$ cat src/rtl/uart_tx_arbiter_pkg.sv
// Shared types and helpers for the UART transmit arbiter.
package uart_tx_arbiter_pkg;

  typedef enum logic [1:0] {
    IDLE  = 2'd0,
    SEND  = 2'd1,
    DRAIN = 2'd2
  } state_e;

  localparam int BYTE_W = 8;

  // Width of a requester index; never narrower than one bit.
  function automatic int id_width(input int n);
    return (n > 1) ? $clog2(n) : 1;
  endfunction

endpackage

$ cat src/rtl/uart_tx_arbiter_if.sv
// Producer-side and serializer-side signals of the UART transmit arbiter.
interface uart_tx_arbiter_if #(
  parameter int NUM_REQ = 4
);
  import uart_tx_arbiter_pkg::*;

  localparam int ID_W = id_width(NUM_REQ);

  logic [NUM_REQ-1:0]        req;
  logic [BYTE_W*NUM_REQ-1:0] req_data;
  logic [NUM_REQ-1:0]        ack;
  logic                      tx_start;
  logic [BYTE_W-1:0]         tx_data;
  logic                      tx_done;
  logic                      busy;
  logic [ID_W-1:0]           cur_id;
  logic                      err;

  // Arbiter side.
  modport master (
    input  req, req_data, tx_done,
    output ack, tx_start, tx_data, busy, cur_id, err
  );

  // Producers plus serializer side.
  modport slave (
    output req, req_data, tx_done,
    input  ack, tx_start, tx_data, busy, cur_id, err
  );

endinterface

$ cat src/rtl/uart_tx_arbiter_rr_arbiter.sv
// Round-robin arbiter: priority pointer plus first-set search from the pointer.
module rr_arbiter
  import uart_tx_arbiter_pkg::*;
#(
  parameter int N = 4,
  localparam int ID_W = id_width(N)
) (
  input  logic            clk,
  input  logic            rst_l,
  input  logic [N-1:0]    req_i,
  input  logic            advance_i,
  input  logic [ID_W-1:0] last_id_i,
  output logic            gnt_valid_o,
  output logic [ID_W-1:0] gnt_id_o
);

  logic [ID_W-1:0] ptr_q, ptr_d;
  logic [ID_W-1:0] idx;

  // Pointer moves to the slot just after the last served requester.
  always_comb begin
    ptr_d = ptr_q;
    if (advance_i) begin
      ptr_d = (last_id_i == ID_W'(N - 1)) ? '0 : last_id_i + ID_W'(1);
    end
  end

  // Pointer register.
  always_ff @(posedge clk) begin
    if (!rst_l) begin
      ptr_q <= '0;
    end else begin
      ptr_q <= ptr_d;
    end
  end

  // Scan from the farthest slot back to the pointer so the nearest set bit wins.
  always_comb begin
    gnt_valid_o = 1'b0;
    gnt_id_o    = '0;
    idx         = '0;
    for (int i = N - 1; i >= 0; i--) begin
      idx = ID_W'((int'(ptr_q) + i) % N);
      if (req_i[idx]) begin
        gnt_valid_o = 1'b1;
        gnt_id_o    = idx;
      end
    end
  end

endmodule

$ cat src/rtl/uart_tx_arbiter.sv
// Shares one uart_tx serializer between NUM_REQ byte producers.
//   state | meaning
//   IDLE  | waiting for a request while tx_done is low
//   SEND  | tx_start held with the latched byte until done rises or timeout
//   DRAIN | waiting for tx_done to fall before the next grant
module uart_tx_arbiter
  import uart_tx_arbiter_pkg::*;
#(
  parameter int NUM_REQ        = 4,
  parameter int TIMEOUT_CYCLES = 0
) (
  input logic               clk,
  input logic               rst_l,
  uart_tx_arbiter_if.master bus
);

  localparam int ID_W    = id_width(NUM_REQ);
  localparam bit TO_EN   = (TIMEOUT_CYCLES > 0);
  localparam int TO_W    = TO_EN ? $clog2(TIMEOUT_CYCLES + 1) : 1;
  localparam int TO_LAST = TO_EN ? TIMEOUT_CYCLES - 1 : 0;

  state_e              state_q, state_d;
  logic [ID_W-1:0]     cur_id_q, cur_id_d;
  logic [BYTE_W-1:0]   tx_data_q, tx_data_d;
  logic                tx_start_q, tx_start_d;
  logic [NUM_REQ-1:0]  ack_q, ack_d;
  logic                err_q, err_d;
  logic [TO_W-1:0]     to_cnt_q, to_cnt_d;
  logic                done_q;

  logic                done_rise;
  logic                timeout_hit;
  logic                advance;
  logic                gnt_valid;
  logic [ID_W-1:0]     gnt_id;

  assign done_rise   = bus.tx_done & ~done_q;
  assign timeout_hit = TO_EN && (to_cnt_q == TO_W'(TO_LAST));

  rr_arbiter #(.N(NUM_REQ)) u_rr_arbiter (
    .clk         (clk),
    .rst_l       (rst_l),
    .req_i       (bus.req),
    .advance_i   (advance),
    .last_id_i   (cur_id_q),
    .gnt_valid_o (gnt_valid),
    .gnt_id_o    (gnt_id)
  );

  // Next-state and registered-output logic; the timeout counter
  // counts SEND cycles so tx_start stays high for exactly TIMEOUT_CYCLES.
  always_comb begin
    state_d    = state_q;
    cur_id_d   = cur_id_q;
    tx_data_d  = tx_data_q;
    tx_start_d = tx_start_q;
    ack_d      = '0;
    err_d      = 1'b0;
    to_cnt_d   = to_cnt_q;
    advance    = 1'b0;
    unique case (state_q)
      IDLE: begin
        if (gnt_valid && !bus.tx_done) begin
          cur_id_d   = gnt_id;
          tx_data_d  = bus.req_data[{gnt_id, 3'b000} +: BYTE_W];
          tx_start_d = 1'b1;
          to_cnt_d   = '0;
          state_d    = SEND;
        end
      end
      SEND: begin
        if (done_rise) begin
          tx_start_d      = 1'b0;
          ack_d[cur_id_q] = 1'b1;
          advance         = 1'b1;
          state_d         = DRAIN;
        end else if (timeout_hit) begin
          tx_start_d = 1'b0;
          err_d      = 1'b1;
          advance    = 1'b1;
          state_d    = DRAIN;
        end else if (TO_EN) begin
          to_cnt_d = to_cnt_q + TO_W'(1);
        end
      end
      DRAIN: begin
        if (!bus.tx_done) begin
          state_d = IDLE;
        end
      end
      default: begin
        tx_start_d = 1'b0;
        state_d    = IDLE;
      end
    endcase
  end

  // State and output registers with synchronous active-low reset.
  always_ff @(posedge clk) begin
    if (!rst_l) begin
      state_q    <= IDLE;
      cur_id_q   <= '0;
      tx_data_q  <= '0;
      tx_start_q <= 1'b0;
      ack_q      <= '0;
      err_q      <= 1'b0;
      to_cnt_q   <= '0;
      done_q     <= 1'b0;
    end else begin
      state_q    <= state_d;
      cur_id_q   <= cur_id_d;
      tx_data_q  <= tx_data_d;
      tx_start_q <= tx_start_d;
      ack_q      <= ack_d;
      err_q      <= err_d;
      to_cnt_q   <= to_cnt_d;
      done_q     <= bus.tx_done;
    end
  end

  assign bus.ack      = ack_q;
  assign bus.tx_start = tx_start_q;
  assign bus.tx_data  = tx_data_q;
  assign bus.busy     = (state_q != IDLE);
  assign bus.cur_id   = cur_id_q;
  assign bus.err      = err_q;

endmodule

$ cat src/flat_wrapper.sv
// flat-port wrapper written by rule: the top's interface ports become plain ports
module uart_tx_arbiter_flat import uart_tx_arbiter_pkg::*;
#(
  parameter int NUM_REQ        = 4,
  parameter int TIMEOUT_CYCLES = 0
)
  (clk, rst_l, bus_req, bus_req_data, bus_tx_done, bus_ack, bus_tx_start, bus_tx_data, bus_busy, bus_cur_id, bus_err);
  uart_tx_arbiter_if #(.NUM_REQ(NUM_REQ)) bus_i ();
  input logic clk;
  input logic rst_l;
  input wire logic [$bits(bus_i.req)-1:0] bus_req;
  input wire logic [$bits(bus_i.req_data)-1:0] bus_req_data;
  input wire logic [$bits(bus_i.tx_done)-1:0] bus_tx_done;
  output wire logic [$bits(bus_i.ack)-1:0] bus_ack;
  output wire logic [$bits(bus_i.tx_start)-1:0] bus_tx_start;
  output wire logic [$bits(bus_i.tx_data)-1:0] bus_tx_data;
  output wire logic [$bits(bus_i.busy)-1:0] bus_busy;
  output wire logic [$bits(bus_i.cur_id)-1:0] bus_cur_id;
  output wire logic [$bits(bus_i.err)-1:0] bus_err;
  assign bus_i.req = bus_req;
  assign bus_i.req_data = bus_req_data;
  assign bus_i.tx_done = bus_tx_done;
  assign bus_ack = bus_i.ack;
  assign bus_tx_start = bus_i.tx_start;
  assign bus_tx_data = bus_i.tx_data;
  assign bus_busy = bus_i.busy;
  assign bus_cur_id = bus_i.cur_id;
  assign bus_err = bus_i.err;
  uart_tx_arbiter #(.NUM_REQ(NUM_REQ), .TIMEOUT_CYCLES(TIMEOUT_CYCLES)) u_core (.clk(clk), .rst_l(rst_l), .bus(bus_i));
endmodule
$ cat config.mk
export PLATFORM = sky130hd
export DESIGN_NAME = uart_tx_arbiter_flat
export DESIGN_NICKNAME = d
export VERILOG_FILES = /design/src/rtl/uart_tx_arbiter_pkg.sv /design/src/rtl/uart_tx_arbiter_if.sv /design/src/rtl/uart_tx_arbiter_rr_arbiter.sv /design/src/rtl/uart_tx_arbiter.sv /design/src/flat_wrapper.sv
export SDC_FILE = /design/constraint.sdc
export NUM_CORES = 1
export LEC_CHECK = 0
export ABC_AREA = 1
export BUFFER_PORTS_ARGS = -buffer_cell sky130_fd_sc_hd__buf_2
export CAP_MARGIN = 20
export CORE_UTILIZATION = 50
export CTS_BUF_LIST = sky130_fd_sc_hd__clkbuf_8
export DETAILED_ROUTE_END_ITERATION = 16
export GPL_TIMING_DRIVEN = 0
export PLACE_DENSITY = 0.82
export SETUP_SLACK_MARGIN = 0.15
export SLEW_MARGIN = 15
export SYNTH_ARGS = -nofsm -noshare
export SYNTH_HDL_FRONTEND = slang
export SYNTH_SLANG_ARGS = --single-unit
$ cat constraint.sdc
create_clock -name clk -period 4.8 [get_ports clk]
set_clock_uncertainty 0.15 [all_clocks]
set_input_delay 0.48 -clock clk [delete_from_list [all_inputs] [get_ports clk]]
set_output_delay 0.48 -clock clk [all_outputs]
set_load 0.005 [all_outputs]
* Word level (Yosys, flattened, before mapping)
Cells that the tools add are included.
** Operators by class
- $add $sub $neg :: 4
- $lt $le $gt $ge :: 6
- Equal/unequal tests :: 6
- Shifts and indexed selects :: 1
- Muxes and demuxes :: 28
- Bitwise operators :: 3
- Reductions and logical operators :: 9
** Operators with widths (count)
- 32-bit by 6-bit variable part select with 8-bit output :: 1
- 2-bit 2-to-1 mux :: 8
- 2-bit by 3-bit less-than comparator with 1-bit output, second input constant :: 5
- 1-bit 2-to-1 mux :: 13
- 3-bit AND reduction :: 3
- 1-bit binary-select mux with 2-bit select :: 4
- 2-bit case mux with 3 select lines :: 1
- 2-bit by 1-bit adder with 2-bit output, second input constant :: 2
- 2-bit adder, second input constant :: 2
- 2-bit == test, second input constant :: 2
- 2-bit by 1-bit inequality test with 1-bit output, second input constant :: 2
- 1-bit case mux with 3 select lines :: 1
- 1-bit demux with 2-bit select :: 1
- 2-bit by 1-bit == test with 1-bit output, second input constant :: 1
- 2-bit by 1-bit greater-or-equal comparator with 1-bit output, second input constant :: 1
- 1-bit logical AND :: 2
- 2-bit zero test :: 1
- 2-bit inequality test, second input constant :: 1
- 1-bit NOT :: 2
- 2-bit AND reduction :: 1
- 2-bit nonzero test :: 1
- 1-bit AND :: 1
- 1-bit zero test :: 1
** Storage, ports and cells
- Bits in registers :: 20
- Output and inout port bits :: 17
- Logic and storage cells :: 64

* Logic depth before layout (Yosys ltp)
Gate-level depths: netlist (run 1).
- Word-level depth :: 10
- Gate-level depth with buffers :: 15
- Gate-level depth less buffers :: 13

* Cells and area by module
Synthesis (run 1) repeated with hierarchy kept, for this count alone.
** Second synthesis, totals
- Cell total of the unflattened synthesis :: 238
- Area total of the unflattened synthesis :: 1383.8 µm²
** Modules (own cells, without submodules)
- uart_tx_arbiter :: times used 1, cells an instance 184, area each 1099.8 µm², sequential area each 360.3 µm²
- rr_arbiter :: times used 1, cells an instance 54, area each 284.0 µm², sequential area each 40.0 µm²

* Least setup slack after synthesis (run 1)
Ideal clock, no wire load.
- Path kind :: input port to flip-flop
- From :: in bus_req[3]
- To :: reg u_core.tx_data_q[4], in the netlist u_core.bus.tx_data[4]
- Data arrival time :: 1520 ps
- Path slack :: 3021 ps
- Stages on the path :: 12
- Cells stage by stage :: inv_1 > nand2_1 > nand3_1 > nand2_1 > nor2_1 > nand2_1 > nand3_4 > inv_2 > buf_4 > o21a_1 > nand2_1 > inv_1
** Between the ends
- Cells in the longest elaborated chain, start to end :: 8
** Ends and longest elaborated chain
- from (decl) :: line flat_wrapper.sv:11 : input wire logic [$bits(bus_i.req)-1:0] bus_req;
- parallel branches: the longest is 8 deep, another holds 32-bit by 6-bit variable part select with 8-bit output
- to (signal assigned) :: line uart_tx_arbiter.sv:112 : tx_data_q <= tx_data_d;
- to (decl) :: line uart_tx_arbiter.sv:24 : logic [BYTE_W-1:0] tx_data_q, tx_data_d;
Several ways; the timed one is not identified. The select of a mux whose other input is x is not followed.
A chain may end at the register's enable or synchronous reset.

* Worst setup path after layout (run 1)
- From :: reg u_core.u_rr_arbiter.ptr_q[0]
- To :: reg u_core.tx_data_q[7], in the netlist u_core.bus.tx_data[7]
** Between the ends
- Cells in the longest elaborated chain, start to end :: 9
** Ends and longest elaborated chain
- from (decl) :: line uart_tx_arbiter_rr_arbiter.sv:17 : logic [ID_W-1:0] ptr_q, ptr_d;
- from (signal assigned) :: line uart_tx_arbiter_rr_arbiter.sv:33 : ptr_q <= ptr_d;
- parallel branches: the longest is 9 deep, another holds 2-bit adder
Several ways; the timed one is not identified. The select of a mux whose other input is x is not followed.

==> results of run 1 <==
-- worst min path at each step --
stage / startpoint / endpoint / depth (start not counted)
5_1_grt: bus_tx_done / u_core.done_q$_SDFF_PN0_ / 3
2_1_floorplan: u_core.bus.tx_start$_SDFFE_PN0P_ / u_core.bus.tx_start$_SDFFE_PN0P_ / 2
4_1_cts: bus_tx_done / u_core.done_q$_SDFF_PN0_ / 3
3_3_place_gp: u_core.bus.tx_start$_SDFFE_PN0P_ / u_core.bus.tx_start$_SDFFE_PN0P_ / 2
6_report: bus_tx_done / u_core.done_q$_SDFF_PN0_ / 3
3_5_place_dp: u_core.bus.tx_start$_SDFFE_PN0P_ / u_core.bus.tx_start$_SDFFE_PN0P_ / 2
-- metrics by stage --
step                instance area, um2  hold slack (ns)   util  worst slack (ns)
detailed placement                1740            0.321  0.637              2.71
global placement                  1740            0.304  0.637              2.75
global route                      1810            0.297  0.663              2.48
CTS                               1810            0.280  0.663              2.75
finish                            1810            0.291  0.663              2.81
floorplan                         1430            0.310      -              3.02
-- placed cells by master, fill, tap and decap left out --
| cell type | synthesis | routed |
|---|---|---|
| buf_2 | 0 | 54 |
| inv_1 | 49 | 49 |
| nand2_1 | 47 | 47 |
| nand3_1 | 39 | 39 |
| dfxtp_1 | 20 | 20 |
| nor2_1 | 12 | 12 |
| nand3b_1 | 8 | 8 |
| o21a_1 | 7 | 7 |
| a21oi_1 | 6 | 6 |
| nand2_2 | 4 | 4 |
| o21ai_0 | 4 | 4 |
| ha_1 | 4 | 4 |
| buf_6 | 3 | 3 |
| buf_4 | 3 | 3 |
| clkbuf_8 | 0 | 3 |
| a211oi_1 | 2 | 2 |
| inv_2 | 2 | 2 |
| nand2_4 | 2 | 2 |
| nor2_2 | 2 | 2 |
| nand3_4 | 2 | 2 |
| clkbuf_1 | 1 | 1 |
| inv_4 | 1 | 1 |
| o21ai_2 | 1 | 1 |
| nand3_2 | 1 | 1 |
| and2_1 | 1 | 1 |
| o21ai_1 | 1 | 1 |
| conb_1 | 1 | 1 |
| bufinv_16 | 0 | 1 |
-- state kept, by name, summed over array words and instances (netlist names) --
signal,flops
u_core.u_rr_arbiter.ptr_q,2
u_core.done_q,1
u_core.bus.tx_start,1
u_core.state_q,2
u_core.bus.ack,4
u_core.bus.cur_id,2
u_core.bus.tx_data,8
-- logic make-up (layout without fill, tap and decap cells) --
| family | Yosys count | after routing | share of synthesized area |
|---|---|---|---|
| compound gates | 21 | 21 | 0.0918 |
| buf+inv | 59 | 117 | 0.180 |
| flops | 20 | 20 | 0.280 |
| other cells | 1 | 1 | 0.00262 |
| simple gates | 118 | 118 | 0.411 |
| fa+ha+maj | 4 | 4 | 0.0350 |
-- cell usage after synthesis --
master,instances,share of area
a211oi_1,2,0.010
a21oi_1,6,0.021
and2_1,1,0.0044
buf_4,3,0.016
buf_6,3,0.024
clkbuf_1,1,0.0026
conb_1,1,0.0026
dfxtp_1,20,0.28
ha_1,4,0.035
inv_1,49,0.13
inv_2,2,0.0052
inv_4,1,0.0044
nand2_1,47,0.12
nand2_2,4,0.017
nand2_4,2,0.016
nand3_1,39,0.14
nand3_2,1,0.0070
nand3_4,2,0.024
nand3b_1,8,0.042
nor2_1,12,0.031
nor2_2,2,0.0087
o21a_1,7,0.037
o21ai_0,4,0.014
o21ai_1,1,0.0035
o21ai_2,1,0.0061
-- final cells by class --
cell class / instances / area [um2]
inverters: 52 / 198
plain buffers: 7 / 60.1
clock buffers: 3 / 41.3
clock inverters: 1 / 30.0
well taps: 31 / 38.8
fillers: 273 / 922
flip-flops and latches: 20 / 400
repair buffers: 54 / 270
multi-input cells: 144 / 773
-- report_power, final --
| group | internal (uW) | switching [uW] | total, uW | leakage [uW] |
|---|---|---|---|---|
| clock | 111 | 54.5 | 166 | 0.0000357 |
| combinational | 75.5 | 99.8 | 175 | 0.000871 |
| sequential | 181 | 8.84 | 190 | 0.000164 |
-- per-layer routing --
layer,routed length (um),global-route usage
met2,1450,0.382
met1,1350,0.243
met3,212,0.0609
met5,0,0
met4,0,0.0536
-- worst max-delay path, stage by stage (launching register included) --
cell	delay [ns]
dfxtp_1	0.33
buf_6	0.16
inv_4	0.06
nand2_1	0.05
nand2_1	0.08
nand2_2	0.10
nand3_1	0.10
o21ai_1	0.47
nor2_1	0.11
nand3_1	0.10
nand3_1	0.07
nand2_1	0.06
inv_1	0.04
==> metrics.yaml, run 1 <==
layout:
  fin_nets: 325
  drive_above_1_share: 0.281
  finalNonFillerCells: 312
  area_growth_pct: 26.6
  antenna_cells: 0
clocking:
  cts.sinks: 20
  clk_latency_ns: 0.26
  cts_setup_buffers: 0
  numCtsBuffers: 3
  cts_resized: 0
  cts_buffer_depth: 2
  cts_hold_buf: 0
  cts_tree: "yes"
  cts_root_buf: "clkbuf_8"
  path_clk_slew_ns: 0.07
  htree_num_levels: 1
status:
  status: "completed"
synth:
  syn_nets: 266
  syn_area_um2: 1430
  ys_ff_latch: 20
  synth_cells: 223
  synth_seq_area_share: 0.280
  synthDistinctLibCells: 25
  synth.avg_cell_area_um2: 6.42
  ys_warn_count: 0
routing:
  dr.pass1.iters: 4
  drt-initial-drc-count: 47
  wirelength_um: 3010
  num_vias: 1528
  wl_per_cell_um: 9.63
  drcViolationCount: 0
  antenna_left: 0
  viasPerCell: 4.90
worst_setup_path:
  cp-end-kind: "flop"
  r2r_end: "u_core.bus.tx_data[7]$_SDFFE_PN0P_"
  start_kind: "flop"
  reg2reg_depth: 12
  setup.worst_path.end: "u_core.bus.tx_data[7]$_SDFFE_PN0P_"
  timing.rr.start: "u_core.u_rr_arbiter.ptr_q[0]$_SDFFE_PN0P_"
  cp-startpoint: "u_core.u_rr_arbiter.ptr_q[0]$_SDFFE_PN0P_"
  critPathArrivalTime_ns: 1.99
  worstSetupPathType: "reg -> reg"
  required_ns: 4.81
  rrSetupSlack_ns: 2.81
  worst-path-max-fanout: 10
power:
  powerDensity_nw_per_um2: 293
  p_leak_uw: 0.00107
  irDropWorstVdd_mv: 0.239
  p_total_uw: 531
floorplanning:
  io_pins: 56
  core.rowCount: 19
  die_area_um2: 3080
  core_area_um2: 2730
  die_h_um: 55.5
  initial_utilization: 0.524
  die_w_um: 55.5
place:
  globalplace.congestion: 0.861
  dpl.hpwl_um: 2380
  dp_cells: 308
  numPortBuffers: 54
global_route:
  antenna_found_initial: 0
  grt_start_max_net_pins: 13
  grt_usage: 0.212
  overflow: 0
  grt_pass1_vias: 1328
  grt_pass1_wl_um: 5240
timing:
  finalCritPeriodShare: 0.414
  tns_ns: 0
  max-slew-margin-rel: 0.621
  slew_viol_final: 0
  period_needed_ns: 1.99
  setup_violations: 0
  rsz0062_at_grt: "no"
  tightestPinTransition_ns: 0.564
  fmax_mhz: 504
  finalHoldViolCount: 0
worst_hold_path:
  hp-class: "in -> reg"
run:
  maxCapViolCount: 0
Note: power is estimated with default switching activity, not from simulation.
==> inputs of run 2 (changes only) <==
--- a/config.mk
+++ b/config.mk
@@ -5,10 +5,10 @@
 export SDC_FILE = /design/constraint.sdc
 export NUM_CORES = 1
 export LEC_CHECK = 0
-export ABC_AREA = 1
+export ABC_AREA = 0
 export BUFFER_PORTS_ARGS = -buffer_cell sky130_fd_sc_hd__buf_2
 export CAP_MARGIN = 20
-export CORE_UTILIZATION = 50
+export CORE_UTILIZATION = 46
 export CTS_BUF_LIST = sky130_fd_sc_hd__clkbuf_8
 export DETAILED_ROUTE_END_ITERATION = 16
 export GPL_TIMING_DRIVEN = 0
==> constraint.sdc (replaced) <==
create_clock -name clk -period 1.95 [get_ports clk]
set_clock_uncertainty 0.15 [all_clocks]
set_input_delay 0.195 -clock clk [delete_from_list [all_inputs] [get_ports clk]]
set_output_delay 0.195 -clock clk [all_outputs]
set_load 0.005 [all_outputs]
==> run 2 against run 1 <==
  * The run now ends with negative setup slack left
  * Area after synthesis is 27% lower
  * Die area is 20% lower
  * Maximum frequency is 0.12% higher
  * Core utilization is 9.8 points higher
  * Worst setup slack worse by 2.8 ns
  * Final cell count is 34% lower
  * Total power is 85% higher
  * Combinational power is 54% higher
  * Largest cell class unchanged
==> metrics.yaml, run 2 <==
floorplanning:
  die_w_um: 49.8
  initial_utilization: 0.510
  die_h_um: 49.8
  io_pins: 56
  die_area_um2: 2480
  core_area_um2: 2060
  core.rowCount: 16
routing:
  viasPerCell: 5.43
  num_vias: 1125
  drcViolationCount: 0
  drt-initial-drc-count: 43
  wl_per_cell_um: 14.4
  wirelength_um: 2990
  dr.pass1.iters: 4
  antenna_left: 0
timing:
  finalHoldViolCount: 0
  finalCritPeriodShare: 1.02
  tns_ns: -0.207
  setup_violations: 8
  fmax_mhz: 504
  period_needed_ns: 1.98
  rsz0062_at_grt: "yes"
  fin_ws_ns: -0.0332
  slew_viol_final: 0
synth:
  synthDistinctLibCells: 30
  synthMostInstantiatedCell: "dfxtp_1"
  synth.avg_cell_area_um2: 9.38
  ys_warn_count: 0
  yosysTopAreaCellShare: 0.381
  synth.area.top_cells: "dfxtp_1 (38%), mux2i_1 (17%), o221ai_1 (6.7%)"
  synth_ff_type: "dfxtp_1"
  yosys.area.top_type: "dfxtp_1"
  async_reset_ff_frac: 0
  synth_common_cells: "dfxtp_1 (20), mux2i_1 (18), nand3_1 (9), o221ai_1 (8), nor2_1 (7)"
  syn_nets: 155
  synth_edf_count: 0
  syn_area_um2: 1050
  synth_seq_area_share: 0.381
  ys_ff_latch: 20
  synth_cells: 112
power:
  p_total_uw: 980
  p_sw_frac: 0.272
  p_leak_uw: 0.000773
  power_switching_uw: 266
  clkPwrFrac: 0.266
  p_seq_frac: 0.459
  irDropWorstVdd_mv: 0.541
  powerDensity_nw_per_um2: 625
  power_frac_comb: 0.275
  p_int_uw: 713
worst_setup_path:
  critical-path-max-stage-delay_ns: 0.37
  crit_buf_inv: 2
  r2r_end: "u_core.bus.tx_data[0]$_SDFFE_PN0P_"
  cp_slowest_cell: "or3_1"
  cp_cell_sequence: "or2_1, or3_1, buf_6, or3_4, buf_8, o221ai_2"
  worstSetupPathType: "reg -> reg"
  critPathArrivalTime_ns: 2.00
  worst-path-max-fanout: 8
  cp_top_family: "simple AND/OR/NAND/NOR gates"
  setup.worst_path.end: "u_core.bus.tx_data[0]$_SDFFE_PN0P_"
  timing.rr.start: "u_core.state_q[0]$_SDFFE_PN0P_"
  rrSetupSlack_ns: -0.03
  reg2reg_depth: 6
  cp-end-kind: "flop"
  crit_cells: 6
  required_ns: 1.97
  start_kind: "flop"
  cp-startpoint: "u_core.state_q[0]$_SDFFE_PN0P_"
status:
  status: "finished, violations left"
  failed_checks: "negative setup slack"
layout:
  area_growth_pct: 49.2
  layout_commonest_cell: "buf_2"
  fillers: 148
  drive_above_1_share: 0.494
  largest_reg_flops: 8
  antenna_cells: 0
  final_cell_mix: "buf_2 (54), dfxtp_1 (18), mux2i_1 (17)"
  finish.utilization: 0.760
  fin_nets: 225
  multiInputGateArea_um2: 653
  regArea_um2: 408
clocking:
  clk_latency_ns: 0.25
  cts_root_buf: "clkbuf_8"
  htree_num_levels: 1
  cts_buffer_depth: 2
  cts_tree: "yes"
  cts.sinks: 20
  numCtsBuffers: 3
  path_clk_slew_ns: 0.07
place:
  numPortBuffers: 54
  dpl_worst_slack_ns: -0.224
  globalplace.congestion: 0.850
  dpl.hpwl_um: 2040
global_route:
  overflow: 0
  grt_pass1_vias: 1013
  grt_usage: 0.239
  antenna_found_initial: 0
  grt_start_max_net_pins: 11
  grt_pass1_wl_um: 4470
worst_hold_path:
  hp-class: "in -> reg"
run:
  maxCapViolCount: 0
-- run 2: cell types whose count changed after synthesis, moves of 3 or more --
cell and delta:
o21a_1 -6, nand2_2 -4, and3_1 +4, nand3b_1 -8, mux2i_1 +18, inv_1 -43
o221ai_1 +8, nor2_1 -5, nand3_1 -30, nand2_1 -45, o21ai_0 -3, nand2b_1 +5
-- run 2: final cells by class --
cell class,count,area share
buffer,6,0.0359
clock buffer,3,0.0263
inverter,6,0.0144
multi-input combinational,80,0.417
sequential,20,0.260
tap,27,0.0215
timing repair buffer,65,0.225
-- run 2: routing by layer --
layer / wire length [um] / part of all wire / global-route usage / up-vias
met5: 0 / 0 / 0 / -
met2: 1720 / 0.58 / 0.473 / 34
li1: - / - / - / 544
met4: 23 / 0.0077 / 0.0810 / 0
met3: 128 / 0.043 / 0.0309 / 2
met1: 1120 / 0.37 / 0.252 / 545
-- run 2: stage by stage --
stage	cell area (um2)	instances	hold slack (ns)
2_1_floorplan	1050	112	0.190
6_report	1570	207	0.0686
4_1_cts	1510	201	0.0690
3_3_place_gp	1360	193	0.297
5_1_grt	1570	207	0.0841
3_5_place_dp	1360	193	0.323
-- run 2: cell families (layout without fill, tap and decap cells) --
| kind of cell | after synthesis | in the layout | share of synthesized area |
|---|---|---|---|
| simple gates | 36 | 36 | 0.185 |
| compound gates | 20 | 20 | 0.138 |
| flops | 20 | 20 | 0.381 |
| mux | 19 | 19 | 0.182 |
| buf+inv | 12 | 80 | 0.0631 |
| fa+ha+maj | 4 | 4 | 0.0476 |
| other cells | 1 | 1 | 0.00357 |
-- run 2: power by group through the flow --
stage / clock, uW / sequential [uW] / combinational (uW)
after floorplan: 0 / 461 / 117
after global placement: 0 / 459 / 199
after detailed placement: 0 / 462 / 207
after CTS: 262 / 449 / 245
after global routing: 283 / 453 / 290
final: 261 / 450 / 269
-- run 2: worst min-delay path by stage --
stage / cells past startpoint / startpoint / slack [ns] / end
floorplan: 1 / bus_tx_done / 0.19 / u_core.done_q$_SDFF_PN0_
global placement: 1 / u_core.state_q[1]$_SDFFE_PN0P_ / 0.30 / u_core.state_q[0]$_SDFFE_PN0P_
detailed placement: 2 / u_core.bus.tx_data[5]$_SDFFE_PN0P_ / 0.32 / u_core.bus.tx_data[5]$_SDFFE_PN0P_
CTS: 2 / bus_tx_done / 0.07 / u_core.done_q$_SDFF_PN0_
global route: 2 / bus_tx_done / 0.08 / u_core.done_q$_SDFF_PN0_
finish: 2 / bus_tx_done / 0.07 / u_core.done_q$_SDFF_PN0_
-- run 2: what timing repair did --
item                       in CTS  in global routing
gates cloned                    0                  0
hold buffers                    0                  0
resized for setup              17                  2
pin swaps                      10                  1
setup endpoints to repair      10                 11
setup buffers                   5                  6
